<file path="config.mk">
export PLATFORM = sky130hd
export DESIGN_NAME = spike_out_pktzr
export DESIGN_NICKNAME = d
export VERILOG_FILES = /design/src/rtl/spike_out_pktzr.sv
export SDC_FILE = /design/constraint.sdc
export NUM_CORES = 1
export LEC_CHECK = 0
export ABC_AREA = 1
export ABC_CLOCK_PERIOD_IN_PS = 2400
export CAP_MARGIN = 20
export CORE_MARGIN = 3
export CORE_UTILIZATION = 30
export CTS_BUF_LIST = sky130_fd_sc_hd__clkbuf_8
export CTS_CLUSTER_DIAMETER = 80
export DETAILED_ROUTE_END_ITERATION = 10
export GPL_TIMING_DRIVEN = 0
export SLEW_MARGIN = 20
export SYNTH_ARGS = -nofsm -noshare
export SYNTH_HDL_FRONTEND = slang
export SYNTH_SLANG_ARGS = --single-unit
</file>
<file path="constraint.sdc">
create_clock -name clk_i -period 2.4 [get_ports clk_i]
set_clock_uncertainty 0.2 [all_clocks]
set_input_delay 0.48 -clock clk_i [delete_from_list [all_inputs] [get_ports clk_i]]
set_output_delay 0.48 -clock clk_i [all_outputs]
set_load 0.01 [all_outputs]
</file>
<file path="src/rtl/spike_out_pktzr.sv">
// -----------------------------------------------------------------------------
// spike_out_pktzr
//
// Output spike packetiser between the neuron unit and the router. Every
// outSpike_i strobe captures SpikeAER_i into a small first-word-fall-through
// FIFO, which is drained towards the router over a valid/ready handshake.
// Spikes that find the FIFO full (with no pop in the same cycle) are dropped
// and counted. The number of spikes accepted per time step is reported at
// each start_i pulse.
//
// Ports:
//   clk_i        - clock, rising edge active
//   rst_n_i      - asynchronous active-low reset
//   start_i      - time-step start pulse (closes the current step statistics)
//   outSpike_i   - one-cycle spike strobe from the neuron datapath
//   SpikeAER_i   - AER packet of the firing neuron, valid with outSpike_i
//   pktData_o    - head-of-FIFO packet towards the router
//   pktValid_o   - pktData_o holds a valid packet
//   pktReady_i   - router accepts pktData_o this cycle
//   fifoFull_o   - FIFO holds FIFO_DEPTH packets
//   fifoEmpty_o  - FIFO holds no packets
//   dropCnt_o    - spikes lost to overflow since reset (saturating)
//   stepSpkCnt_o - spikes accepted during the last completed time step
// -----------------------------------------------------------------------------
module spike_out_pktzr #(
   parameter int AER_BIT_WIDTH      = 32,
   parameter int FIFO_DEPTH         = 4,
   parameter int FIFO_PTR_BIT_WIDTH = 2,
   parameter int CNT_BIT_WIDTH      = 8
) (
   input  logic                     clk_i,
   input  logic                     rst_n_i,
   input  logic                     start_i,
   input  logic                     outSpike_i,
   input  logic [AER_BIT_WIDTH-1:0] SpikeAER_i,
   output logic [AER_BIT_WIDTH-1:0] pktData_o,
   output logic                     pktValid_o,
   input  logic                     pktReady_i,
   output logic                     fifoFull_o,
   output logic                     fifoEmpty_o,
   output logic [CNT_BIT_WIDTH-1:0] dropCnt_o,
   output logic [CNT_BIT_WIDTH-1:0] stepSpkCnt_o
);

   // Occupancy value meaning "full", sized to the occupancy counter.
   localparam logic [FIFO_PTR_BIT_WIDTH:0] OCC_FULL = (FIFO_PTR_BIT_WIDTH+1)'(FIFO_DEPTH);

   // Saturating increment shared by all statistics counters.
   function automatic logic [CNT_BIT_WIDTH-1:0] sat_inc(input logic [CNT_BIT_WIDTH-1:0] v);
      return (&v) ? v : v + 1'b1;
   endfunction

   logic [AER_BIT_WIDTH-1:0]      mem [FIFO_DEPTH];
   logic [FIFO_PTR_BIT_WIDTH-1:0] wr_ptr;
   logic [FIFO_PTR_BIT_WIDTH-1:0] rd_ptr;
   logic [FIFO_PTR_BIT_WIDTH:0]   occ;
   logic [CNT_BIT_WIDTH-1:0]      drop_cnt;
   logic [CNT_BIT_WIDTH-1:0]      acc_cnt;
   logic [CNT_BIT_WIDTH-1:0]      step_cnt;

   logic full;
   logic pop;
   logic push;
   logic drop;

   // Handshake decode from registered occupancy.
   assign full = (occ == OCC_FULL);
   assign pop  = pktValid_o & pktReady_i;
   // A pop in the same cycle frees the slot, so a full FIFO still accepts.
   assign push = outSpike_i & (~full | pop);
   assign drop = outSpike_i & full & ~pop;

   assign pktValid_o   = (occ != '0);
   assign pktData_o    = mem[rd_ptr];
   assign fifoFull_o   = full;
   assign fifoEmpty_o  = (occ == '0);
   assign dropCnt_o    = drop_cnt;
   assign stepSpkCnt_o = step_cnt;

   // FIFO storage, pointers and occupancy.
   always_ff @(posedge clk_i or negedge rst_n_i) begin
      if (!rst_n_i) begin
         mem    <= '{default: '0};
         wr_ptr <= '0;
         rd_ptr <= '0;
         occ    <= '0;
      end else begin
         if (push) begin
            mem[wr_ptr] <= SpikeAER_i;
            wr_ptr      <= wr_ptr + 1'b1;
         end
         if (pop) begin
            rd_ptr <= rd_ptr + 1'b1;
         end
         if (push && !pop) begin
            occ <= occ + 1'b1;
         end else if (pop && !push) begin
            occ <= occ - 1'b1;
         end
      end
   end

   // Drop and per-step statistics.
   always_ff @(posedge clk_i or negedge rst_n_i) begin
      if (!rst_n_i) begin
         drop_cnt <= '0;
         acc_cnt  <= '0;
         step_cnt <= '0;
      end else begin
         if (drop) begin
            drop_cnt <= sat_inc(drop_cnt);
         end
         if (start_i) begin
            // A spike coinciding with start_i is the first of the new step.
            step_cnt <= acc_cnt;
            acc_cnt  <= push ? CNT_BIT_WIDTH'(1) : '0;
         end else if (push) begin
            acc_cnt <= sat_inc(acc_cnt);
         end
      end
   end

endmodule
</file>
Word-level counts from Yosys, hierarchy flattened
Cells that the tools add are included.
{"block": "totals", "input_bits": 37, "output_inout_bits": 51, "ram_bits": 0, "word_cells": 56, "mem_bits_ro": 0, "regBits": 159, "mem_count": 0, "latchBits": 0}
{"block": "op_classes", "n_mul": 0, "n_lt_le_gt_ge": 3, "div": 0, "addsub": 6, "reduce_logical": 13, "eq_ne": 2, "n_bitwise": 10, "n_shift": 0, "mux": 12}
{"operator": "128-bit bitwise mux", "n": 1}
{"operator": "32-bit 2-to-1 mux", "n": 3}
{"operator": "32-bit binary-select mux with 2-bit select", "n": 1}
{"operator": "32-bit demux with 2-bit select", "n": 1}
{"operator": "8-bit 2-to-1 mux", "n": 3}
{"operator": "8-bit by 1-bit adder with 8-bit output, second input constant", "n": 2}
{"operator": "8-bit AND reduction", "n": 2}
{"operator": "3-bit >= comparator, second input constant", "n": 2}
{"operator": "3-bit 2-to-1 mux", "n": 2}
{"operator": "2-bit inverter with 3-bit output", "n": 2}
{"operator": "2-bit by 1-bit adder with 2-bit output, second input constant", "n": 2}
{"operator": "1-bit AND", "n": 4}
{"operator": "2-bit AND reduction", "n": 2}
{"operator": "2-bit nonzero test", "n": 2}
{"operator": "3-bit by 1-bit adder with 3-bit output, second input constant", "n": 1}
{"operator": "3-bit == test, second input constant", "n": 1}
{"operator": "1-bit logical AND", "n": 3}
{"operator": "3-bit zero test", "n": 1}
{"operator": "3-bit by 1-bit less-than comparator with 1-bit output, second input constant", "n": 1}
{"operator": "1-bit inverter", "n": 3}
{"operator": "3-bit nonzero test", "n": 1}
{"operator": "3-bit by 1-bit subtractor with 3-bit output, second input constant", "n": 1}
{"operator": "1-bit zero test", "n": 2}
{"operator": "2-bit inequality test, second input constant", "n": 1}
{"operator": "2 further kinds", "n": 2}

Logic depth before layout (Yosys ltp)
Gate-level depths: netlist of the first run.
{"block": "depth", "depth_word": 8, "ltp_mapped": 10, "mapped_depth_nobuf": 10}

Worst setup path after synthesis of the first run
OpenSTA, ideal clock, no wires.
{"block": "synth_path", "kind": "flip-flop to flip-flop", "from": "register occ[0]", "to": "register occ[1]", "period_less_slack_ps": 2068, "t_required_ps": 2075, "path_stages_with_launch": 9, "path_slack_ps": 332, "n_path_buf": 0, "arrival_time_ps": 1743, "setup_time_ps": 125, "cell_sequence": "dfrtp_1 nor2_2 nand3_2 nand2_4 inv_8 ha_1 inv_1 fa_1 mux2_2"}
{"block": "synth_between", "elab_chain_len": 7, "elab_cells_between_ends": 15, "cone_classes": "2 x add/sub; 1 x eq/ne; 2 x mux; 4 x bitwise; 6 x reduce/logical"}
{"element": "start, declared", "line_no": "56", "text": "logic [FIFO_PTR_BIT_WIDTH:0] occ;"}
{"element": "start signal, assigned", "line_no": "96", "text": "occ <= occ + 1'b1;"}
{"element": "start signal, assigned", "line_no": "98", "text": "occ <= occ - 1'b1;"}
{"element": "3-bit nonzero test / 3-bit == test (equally long branches)", "line_no": "73, 67"}
{"element": "1-bit AND / 1-bit inverter (equally long branches)", "line_no": "68, 70"}
{"element": "1-bit bitwise OR (*)", "line_no": "70", "text": "assign push = outSpike_i & (~full | pop);"}
{"element": "1-bit AND (*)", "line_no": "70"}
{"element": "named net push", "line_no": "63", "text": "logic push;"}
{"element": "1-bit zero test", "line_no": "97", "text": "end else if (pop && !push) begin"}
{"element": "1-bit logical AND", "line_no": "97"}
{"element": "2-bit nonzero test (no line)"}
Mark *: on every way through the listed nets, which the timed path passes. The rest lies on a longest branch. The select of a mux whose other input is x is not followed.
A chain may end at the register's enable or synchronous reset.

Final worst setup path of the first run
{"block": "layout_path", "from": "register rd_ptr[0]", "to": "output pktData_o[25]"}
{"block": "layout_between", "elab_chain_len": 4}
{"element": "start, declared", "line_no": "55", "text": "logic [FIFO_PTR_BIT_WIDTH-1:0] rd_ptr;"}
{"element": "start signal, assigned", "line_no": "93", "text": "rd_ptr <= rd_ptr + 1'b1;"}
{"element": "2-bit inverter with 3-bit output (implied by the code)", "line_no": "74", "text": "assign pktData_o = mem[rd_ptr];"}
{"element": "32-bit binary-select mux with 2-bit select", "line_no": "74"}
{"element": "32-bit 2-to-1 mux (implied by the code) (2 in series)", "line_no": "74"}
{"element": "end, declared", "line_no": "36", "text": "output logic [AER_BIT_WIDTH-1:0] pktData_o,"}
Every way passes these cells. The select of a mux whose other input is x is not followed.

==> run metrics, run 1 <==
run status=complete, but fails checks; failing checks=negative setup slack; Cell Chain, Critical Path=buf_6 > buf_4 > clkbuf_16 > o21ai_1 > o22ai_2 > buf_2; Vias=6,013; worst hold path class=reg -> reg; Mapped Avg Cell Area=9.13 um2; PnR Total Power=13,200 uW; r2r worst-path depth=8; Gate Count Post-Synth=818; routed wire length=20,300 um; Most used DFF post-synth=dfrtp_1; worst skew pair latency=0.46 ns; Area after DPL=0.00878 mm2; unrepaired setup endpoints after global routing=yes; fillers=2,495; Critical R2R Capture=occ[1]$_DFFE_PN0P_; fin crit share=102%; leading area contributor after synthesis=dfrtp_1; post-synth net total=863; CP arrival=1.76 ns; commonest non-fill, non-tap cell in the layout=nand2_1; H-tree depth=4; Pre-Repair DR Iteration Count=4; Crit path buffers/inverters=4; synthesis-stage register bit count=159; final setup TNS=-0.173 ns; asr flop ratio synth=100%; Port Buffers=87; Final Setup Violations=13; TritonCTS clock tree=done; most frequent cells in the layout=194 x nand2_1, 157 x dfrtp_1, 91 x o21ai_1; critical path capture point type=output port; first-pass GRT wire length=32,200 um; CP max stage delay=0.41 ns; FF+latch area=0.00398 mm2; Top Layer Used=met4; final hold vios=0; total congestion overflow=0; Worst Max-Slew Pin Slew=0.726 ns; Overall Global Routing Usage=15.3%; Leak=0.00449 uW; number of DRC markers in iteration 0=418; Die Y=164 um; synth top area cells=dfrtp_1 53%, nand2_1 9.8%, o21ai_2 7.2%; share of layout cells above drive strength 1=27.9%; worst r2r src=occ[0]$_DFFE_PN0P_; Yosys top cell area share=53.2%; DRC viols=0; HPWL Detailed=13,000 um; Nets=986; Fmax achieved=410 MHz; worst hold path cell count=2; Area Growth Syn to Fin=30.4%; Sink Count=159; Final Wtd Congestion=0.805; metal1 wirelength=9410 um; met3 WL=1000 um; CTS Buf Count=17; CP Data Required Time=1.72 ns; Hold Path End=mem[40]$_DFFE_PN0P_; clk root buf=clkbuf_8; final worst-path setup slack=-0.0390 ns; DIE WIDTH=164 um; Post-synth EDFFs=0; Slew HR=51.6%; peak supply drop=0.000496 V; Worst Hold Slack=0.282 ns; Max FO, Critical Path=5; clk buf depth=2; Distinct cells, synth=29; Seq/Total Area, Yosys=53.2%; antenna-violating nets left=0; wire per inst=15.9 um; max-slew violation count=0; die area=0.0268 mm2; Ys Warns=0; Hold Path Origin=mem[40]$_DFFE_PN0P_; Slowest cell on crit path=dfrtp_1; Cell Area, Synth=0.00747 mm2; vias per cell=4.71; pin count of the biggest net entering global routing=91; multi-input logic area=0.00322 mm2; Worst path top cell family by delay=buffers and inverters; min Tclk post-route=2.44 ns; Worst-path clk slew=0.08 ns; vias in the first global route=5,945; Max Cap Viol=0; Core Box Area=0.0244 mm2; Power Dens Cells=1350 mW/mm2; initial antenna violation count=0; Initial Utilization=30.6%; Startpoint Class=register; Cell Rows=57; routed wl met2=9690 um; # diodes=0; Boundary Pins=88; critical path class=reg -> out; post-route cell area=0.00975 mm2; R2R setup slack=0.19 ns
-- through the flow --
step                      std cells  setup WS [ns]  utilization [%]
after floorplan                 818          0.332                -
after global placement         1229          -6.25             35.9
after detailed placement       1230         -0.410             36.0
after CTS                      1277         -0.116             38.8
after global routing           1278         -0.106             40.0
final                          1278        -0.0390             40.0
-- sequential cells by signal (all words and copies together) (netlist names) --
name	flops
dropCnt_o	8
occ	3
mem	128
stepSpkCnt_o	8
rd_ptr	2
wr_ptr	2
acc_cnt	8
-- cell families (layout without fill, tap and decap cells) --
family | count (synthesis) | in the layout | synth area share, %
AOI/OAI and AO/OA | 248 | 248 | 20.3
xor gates and xnor gates | 8 | 8 | 0.938
adders and majority gates | 8 | 8 | 1.44
buffers and inverters | 103 | 239 | 7.90
DFF | 159 | 159 | 53.2
muxes | 1 | 1 | 0.151
and+or+nand+nor | 291 | 291 | 16.0
-- worst min-delay path: stages (launching register included) --
cell,delay [ns]
dfrtp_1,0.35
nand2_1,0.06
o21ai_2,0.05
-- how the worst max path moves through the flow --
stage                                from            endpoint  slack (ns)  depth (start not counted)
floorplan              occ[0]$_DFFE_PN0P_  occ[1]$_DFFE_PN0P_        0.33                          8
global placement                  rst_n_i  mem[8]$_DFFE_PN0P_       -6.25                          1
detailed placement  rd_ptr[0]$_DFFE_PN0P_        pktData_o[1]       -0.41                          7
CTS                 rd_ptr[0]$_DFFE_PN0P_        pktData_o[6]       -0.12                          8
global route        rd_ptr[0]$_DFFE_PN0P_       pktData_o[12]       -0.11                          7
finish              rd_ptr[0]$_DFFE_PN0P_       pktData_o[25]       -0.04                          6
-- cell type report --
cell class / instances / share of cell area, %
multi-input cells: 556 / 33.0
flip-flops and latches: 159 / 40.8
clock inverters: 14 / 1.55
clock buffers: 18 / 2.54
repair buffers: 105 / 10.4
well taps: 324 / 4.16
plain buffers: 47 / 5.13
inverters: 55 / 2.32
-- power by group --
part	switching [uW]	leakage [uW]	internal [uW]
combinational	3640	0.00227	3020
sequential	695	0.00201	3780
clock	1020	0.000210	1040
-- Yosys cell counts (2+ instances only) --
master      n
nand2_1   195
dfrtp_1   159
o21ai_0    84
nor2_1     74
o21ai_1    67
o21ai_2    61
inv_1      53
o22ai_1    32
buf_6      24
clkbuf_1   15
nand3_1    11
buf_2       7
ha_1        7
nand2_8     4
xnor2_1     4
xor2_1      4
a21oi_1     2
buf_4       2
nand3b_1    2
o211ai_1    2
-- routing by layer --
metal,up-vias,global-route usage (%)
met5,-,0
met4,0,4.19
met3,14,3.40
met2,134,24.1
met1,2898,21.4
li1,2967,-
-- repair_timing --
| item | CTS | global route |
|---|---|---|
| endpoints found under the hold margin | 89 | 0 |
| setup buffers | 9 | 0 |
| setup endpoints to repair | 35 | 34 |
| cloned | 5 | 4 |
| gates resized for setup | 223 | 88 |
| hold buffers | 1 | 0 |
| pin swaps | 22 | 22 |
(Power assumes the default switching activity.)
==> run 2, diff against run 1 <==
ABC_CLOCK_PERIOD_IN_PS = 2900   (was 2400)
clock period = 2.9 ns   (was 2.4 ns; I/O delays follow)
==> run 2 against run 1 <==
The flow now finishes without violations. Combinational power down 31%. Cell count is 1.2% lower. Final area decreased by 5.3%. Core utilization is 2.1 points lower. Critical path depth grew 1. Register-to-register slack gained 0.50 ns. Sequential power down 19%. Sequential share of layout area increased by 2.2 points. Global-route usage decreased by 0.44 points. Die area unchanged. Critical path type unchanged. Critical endpoint is now pktData_o[29]. Largest cell class unchanged.
==> run metrics, run 2 (synthesis gave the netlist of run 1 again) <==
min Tclk post-route=2.80 ns; Worst-path clk slew=0.09 ns (about the same); critical path class=reg -> out; CP arrival=2.02 ns (+0.26 ns); Nets=971 (-1.5%); Power Dens Cells=1070 mW/mm2 (-21%); final cell count without fillers=1,263 (-1.2%); Pre-Repair DR Iteration Count=5 (+1); Boundary Pins=88 (unchanged); critical path capture point type=output port; worst hold path class=reg -> reg; PnR Total Power=9900 uW (-25%); commonest non-fill, non-tap cell in the layout=nand2_1; Worst Hold Slack=0.280 ns (-0.00172 ns); Leak=0.00429 uW (-4.5%); clk buf depth=2 (unchanged); first-pass GRT wire length=31,300 um (-2.8%); Core Box Area=0.0244 mm2 (unchanged); Final Wtd Congestion=0.805 (unchanged); GRT met3 Usage=3.25% (-0.15 points); vias in the first global route=5,756 (-3.2%); CTS Buf Count=17 (unchanged); Top reg by flops=mem; Max FO, Critical Path=10 (+5); routed wire length=19,600 um (-3.7%); final worst-path setup slack=0.0977 ns (+0.137 ns); Worst Max-Slew Pin Slew=0.709 ns (-0.0171 ns); multi-input logic area=0.00293 mm2 (-8.9%); Place WS=-0.00965 ns (+0.400 ns); TritonCTS clock tree=done; Vias=5,889 (-2.1%); DIE WIDTH=164 um (unchanged); total congestion overflow=0 (unchanged); CP Data Required Time=2.12 ns (+0.40 ns); final hold vios=0 (unchanged); # diodes=0 (unchanged); max-slew violation count=0 (unchanged); max reg flops=128 (unchanged); Port Buffers=87 (unchanged); vias per cell=4.66 (-0.90%); Startpoint Class=register; Area Growth Syn to Fin=23.6%; Overall Global Routing Usage=14.9% (-0.44 points); run status=complete, no violations; pin count of the biggest net entering global routing=91 (unchanged); wire per inst=15.5 um (-2.6%); FF+latch area=0.00398 mm2 (about the same); initial antenna violation count=0 (unchanged); Fmax achieved=357 MHz; Max Cap Viol=0 (unchanged); Final Setup Violations=0 (-13); fillers=2,549 (+2.2%); Slew HR=52.7% (+1.1 points); unrepaired setup endpoints after global routing=yes; share of layout cells above drive strength 1=16.7% (-11 points); dpl cells=1,230 (unchanged); Initial Utilization=30.6% (unchanged); peak supply drop=0.000400 V (-19%); GRT Max-Usage Layer=met2; die area=0.0268 mm2 (unchanged); Sink Count=159 (unchanged); Die Y=164 um (unchanged); fin util=37.9% (-2.1 points); met2 Use GR=23.2% (-0.89 points); HPWL Detailed=13,000 um (unchanged); M1 GR Usage=21.0% (-0.39 points); fin crit share=96.6%; Cell Rows=57 (unchanged); H-tree depth=4 (unchanged); DRC viols=0 (unchanged); worst skew pair latency=0.46 ns (about the same); number of DRC markers in iteration 0=381 (-8.9%); antenna-violating nets left=0 (unchanged); clk root buf=clkbuf_8; most frequent cells in the layout=195 x nand2_1, 159 x dfrtp_1, 84 x o21ai_0
-- run 2: cell types whose count changed in the layout (fill, tap and decap cells not counted), sizes merged --
| cell | previous run | this run |
|---|---|---|
| inv | 59 | 60 |
| bufbuf | 1 | 0 |
| clkdlybuf4s15 | 0 | 5 |
| clkdlybuf4s50 | 52 | 54 |
| dlymetal6s2s | 1 | 0 |
| clkbuf | 32 | 36 |
| buf | 82 | 35 |
| dlygate4sd2 | 1 | 24 |
| clkinv | 4 | 3 |
-- run 2: where the power goes --
part | internal (uW) | switching [uW] | total, uW | leakage, uW
Sequential | 3120 | 496 | 3620 | 0.00201
Combinational | 1940 | 2640 | 4580 | 0.00207
Clock | 859 | 839 | 1700 | 0.000210
-- run 2: cell type report --
type	count	area share, %
Clock buffer	18	2.68
Multi-Input combinational cell	556	31.8
Buffer	48	4.70
Sequential cell	159	43.1
Inverter	55	2.32
Timing Repair Buffer	89	9.42
Clock inverter	14	1.64
Tap cell	324	4.39
-- run 2: path summary, 6_finish.rpt --
check,from,end,slack [ns],depth (start not counted)
max,rd_ptr[0]$_DFFE_PN0P_,pktData_o[29],0.1,7
min,mem[49]$_DFFE_PN0P_,mem[49]$_DFFE_PN0P_,0.28,2
max reg2reg,occ[0]$_DFFE_PN0P_,occ[2]$_DFFE_PN0P_,0.69,9
min reg2reg,mem[49]$_DFFE_PN0P_,mem[49]$_DFFE_PN0P_,0.28,2
max in group asynchronous,rst_n_i,mem[8]$_DFFE_PN0P_,1.19,3
min in group asynchronous,rst_n_i,mem[122]$_DFFE_PN0P_,0.52,2
-- run 2: what timing repair did --
| item | 4_1_cts | 5_1_grt |
|---|---|---|
| resized for setup | 62 | 17 |
| pin swaps | 2 | 4 |
| setup endpoints to repair | 32 | 27 |
| hold endpoints to repair | 89 | 0 |
| hold buffers | 1 | 0 |
| setup buffers | 0 | 0 |
-- run 2: critical path, cell delays in order, from the launching register on --
cell	delay [ns]
dfrtp_1	0.41
buf_4	0.18
inv_2	0.07
buf_6	0.15
buf_6	0.17
nor2_1	0.05
o22ai_1	0.21
dlygate4sd2_1	0.33
-- run 2: per-layer routing --
metal | wire length [um] | vias up | part of all wire [%]
li1 | - | 2924 | -
met1 | 9220 | 2812 | 47
met4 | 259 | 0 | 1.3
met5 | 0 | - | 0
met3 | 961 | 15 | 4.9
met2 | 9120 | 138 | 47
-- run 2: metrics by stage --
step	cell area (um2)	setup TNS [ns]
after floorplan	7470	0
after global placement	8750	-929.36
after detailed placement	8780	-0.00965
after CTS	9230	0
after global routing	9240	-0.0230
final	9240	0
==> run 3, diff against run 2 <==
CTS_BUF_LIST = sky130_fd_sc_hd__clkbuf_4 sky130_fd_sc_hd__clkbuf_8   (was sky130_fd_sc_hd__clkbuf_8)
==> run 3 against run 2 <==
Final area is 0.16% higher. Global-route usage stayed put. Sequential power hardly changed. Die area stayed put. Largest power group unchanged. Via count hardly changed. Sequential share of layout area is 0.070 points lower. Clock power is 3% higher. Setup slack better by 0.0011 ns. Power is 0.50% higher. Maximum frequency hardly changed. Worst hold slack worse by 0.00063 ns.
==> run metrics, run 3 (synthesis gave the netlist of run 1 again) <==
Final Setup Violations=0 (unchanged); max reg flops=128 (unchanged); Final Wtd Congestion=0.805 (unchanged); FF+latch area=0.00398 mm2 (unchanged); share of layout cells above drive strength 1=17.1% (+0.43 points); CP Data Required Time=2.12 ns (about the same); Overall Global Routing Usage=14.9% (unchanged); TritonCTS clock tree=done; unrepaired setup endpoints after global routing=yes; multi-input logic area=0.00293 mm2 (unchanged); most frequent cells in the layout=195 x nand2_1, 159 x dfrtp_1, 84 x o21ai_0; wire per inst=15.5 um (about the same); Slowest cell on crit path=dfrtp_1; Nets=971 (unchanged); fin crit share=96.6% (about the same); critical path capture point type=output port; Fmax achieved=357 MHz (about the same); final hold vios=0 (unchanged); die area=0.0268 mm2 (unchanged); Core Box Area=0.0244 mm2 (unchanged); initial antenna violation count=0 (unchanged); run status=complete, no violations; final setup TNS=0 ns (unchanged); Worst Max-Slew Pin Slew=0.708 ns (-0.00123 ns); Sink Count=159 (unchanged); Slew HR=52.8% (+0.082 points); CTS Buf Count=17 (unchanged); max-slew violation count=0 (unchanged); first-pass GRT wire length=31,300 um (unchanged); Startpoint Class=register; Setup crit start=rd_ptr[0]$_DFFE_PN0P_; min Tclk post-route=2.80 ns (-0.00108 ns); Crit path buffers/inverters=5 (unchanged); peak supply drop=0.000400 V (-0.15%); Area after DPL=0.00878 mm2 (unchanged); Max FO, Critical Path=10 (unchanged); fillers=2,547 (-0.078%); Initial Utilization=30.6% (unchanged); Max Cap Viol=0 (unchanged); worst hold path class=reg -> reg; Area Growth Syn to Fin=23.8%; Vias=5,892 (+0.051%); routed wire length=19,500 um (about the same); Die Y=164 um (unchanged); vias in the first global route=5,756 (unchanged); H-tree depth=4 (unchanged); antenna-violating nets left=0 (unchanged); CP max stage delay=0.41 ns (about the same); Boundary Pins=88 (unchanged); pin count of the biggest net entering global routing=91 (unchanged); Worst path top cell family by delay=buffers and inverters; Cell Rows=57 (unchanged); Pre-Repair DR Iteration Count=5 (unchanged); # diodes=0 (unchanged); total congestion overflow=0 (unchanged); critical path class=reg -> out; CP arrival=2.02 ns (about the same); worst r2r src=occ[0]$_DFFE_PN0P_; worst skew pair latency=0.46 ns (about the same); Power Dens Cells=1080 mW/mm2 (+0.34%); clk buf depth=2 (unchanged); HPWL Detailed=13,000 um (unchanged); Top reg by flops=mem; post-route cell area=0.00925 mm2 (+0.16%); vias per cell=4.67 (about the same); Leak=0.00429 uW (about the same); number of DRC markers in iteration 0=379 (-0.52%); Worst-path clk slew=0.08 ns (about the same); clk root buf=clkbuf_8; DRC viols=0 (unchanged); Port Buffers=87 (unchanged); Cell Chain, Critical Path=buf_4 > inv_2 > buf_6 > buf_6 > nor2_1 > o22ai_1 > dlygate4sd2_1; commonest non-fill, non-tap cell in the layout=nand2_1; Top cell by count, worst path=buf_6; DIE WIDTH=164 um (unchanged); Hold Path Origin=mem[76]$_DFFE_PN0P_
==> run 3: cell types whose count changed in the layout (fill, tap and decap cells not counted) <==
cell	delta
clkbuf_4	+4
inv_1	-4
==> run 3: final cells by class <==
type	instances	share of cell area, %
repair buffers	89	9.40
clock inverters	10	1.47
plain buffers	48	4.69
multi-input cells	556	31.7
inverters	55	2.31
well taps	324	4.38
clock buffers	22	3.00
flip-flops and latches	159	43.0
==> run 3: worst min-delay path, delay by kind of cell (launching register included) <==
kind	cells	cell delay, ns
flip-flops	1	0.34
AND/OR/NAND/NOR	1	0.06
AO/OA/AOI/OAI	1	0.05
==> run 3: layer usage <==
layer  global-route usage [%]  wire length [um]  up-vias
li1                         -                 -     2924
met1                     21.0              9160     2811
met2                     23.2              9120      142
met3                     3.25              1010       15
met4                     4.00               265        0
met5                        0                 0        -
==> run 3: what timing repair did <==
action / 4_1_cts / 5_1_grt
endpoints found under the setup margin: 32 / 27
gates resized for setup: 62 / 17
hold buffers: 1 / 0
buffers inserted: 0 / 0
pin swaps: 2 / 4
hold endpoints to repair: 89 / 0
==> run 3: stage by stage <==
stage	hold WS, ns	cells	setup slack [ns]	total power (uW)	util (%)
6_report	0.279	1263	0.0988	9950	37.9
5_1_grt	0.300	1263	-0.0123	10700	37.9
4_1_cts	0.283	1263	0.00325	10000	37.9
3_5_place_dp	0.262	1230	-0.00965	8440	36.0
3_3_place_gp	0.259	1229	-5.85	8370	35.9
2_1_floorplan	0.0844	818	0.733	6460	-
==> run 3: final timing paths <==
path                                        endpoint  slack [ns]  cells after the start
worst max-delay path                   pktData_o[29]         0.1                      7
worst min-delay path             mem[76]$_DFFE_PN0P_        0.28                      2
worst max register to register    occ[2]$_DFFE_PN0P_        0.69                      9
worst min register to register   mem[76]$_DFFE_PN0P_        0.28                      2
max in group asynchronous         mem[8]$_DFFE_PN0P_        1.18                      3
min in group asynchronous       mem[122]$_DFFE_PN0P_        0.52                      2
==> run 3: report_power, final <==
| part | switching, uW | internal (uW) | leakage [uW] |
|---|---|---|---|
| clock network | 837 | 911 | 0.000207 |
| registers | 496 | 3120 | 0.00201 |
| logic | 2640 | 1940 | 0.00207 |
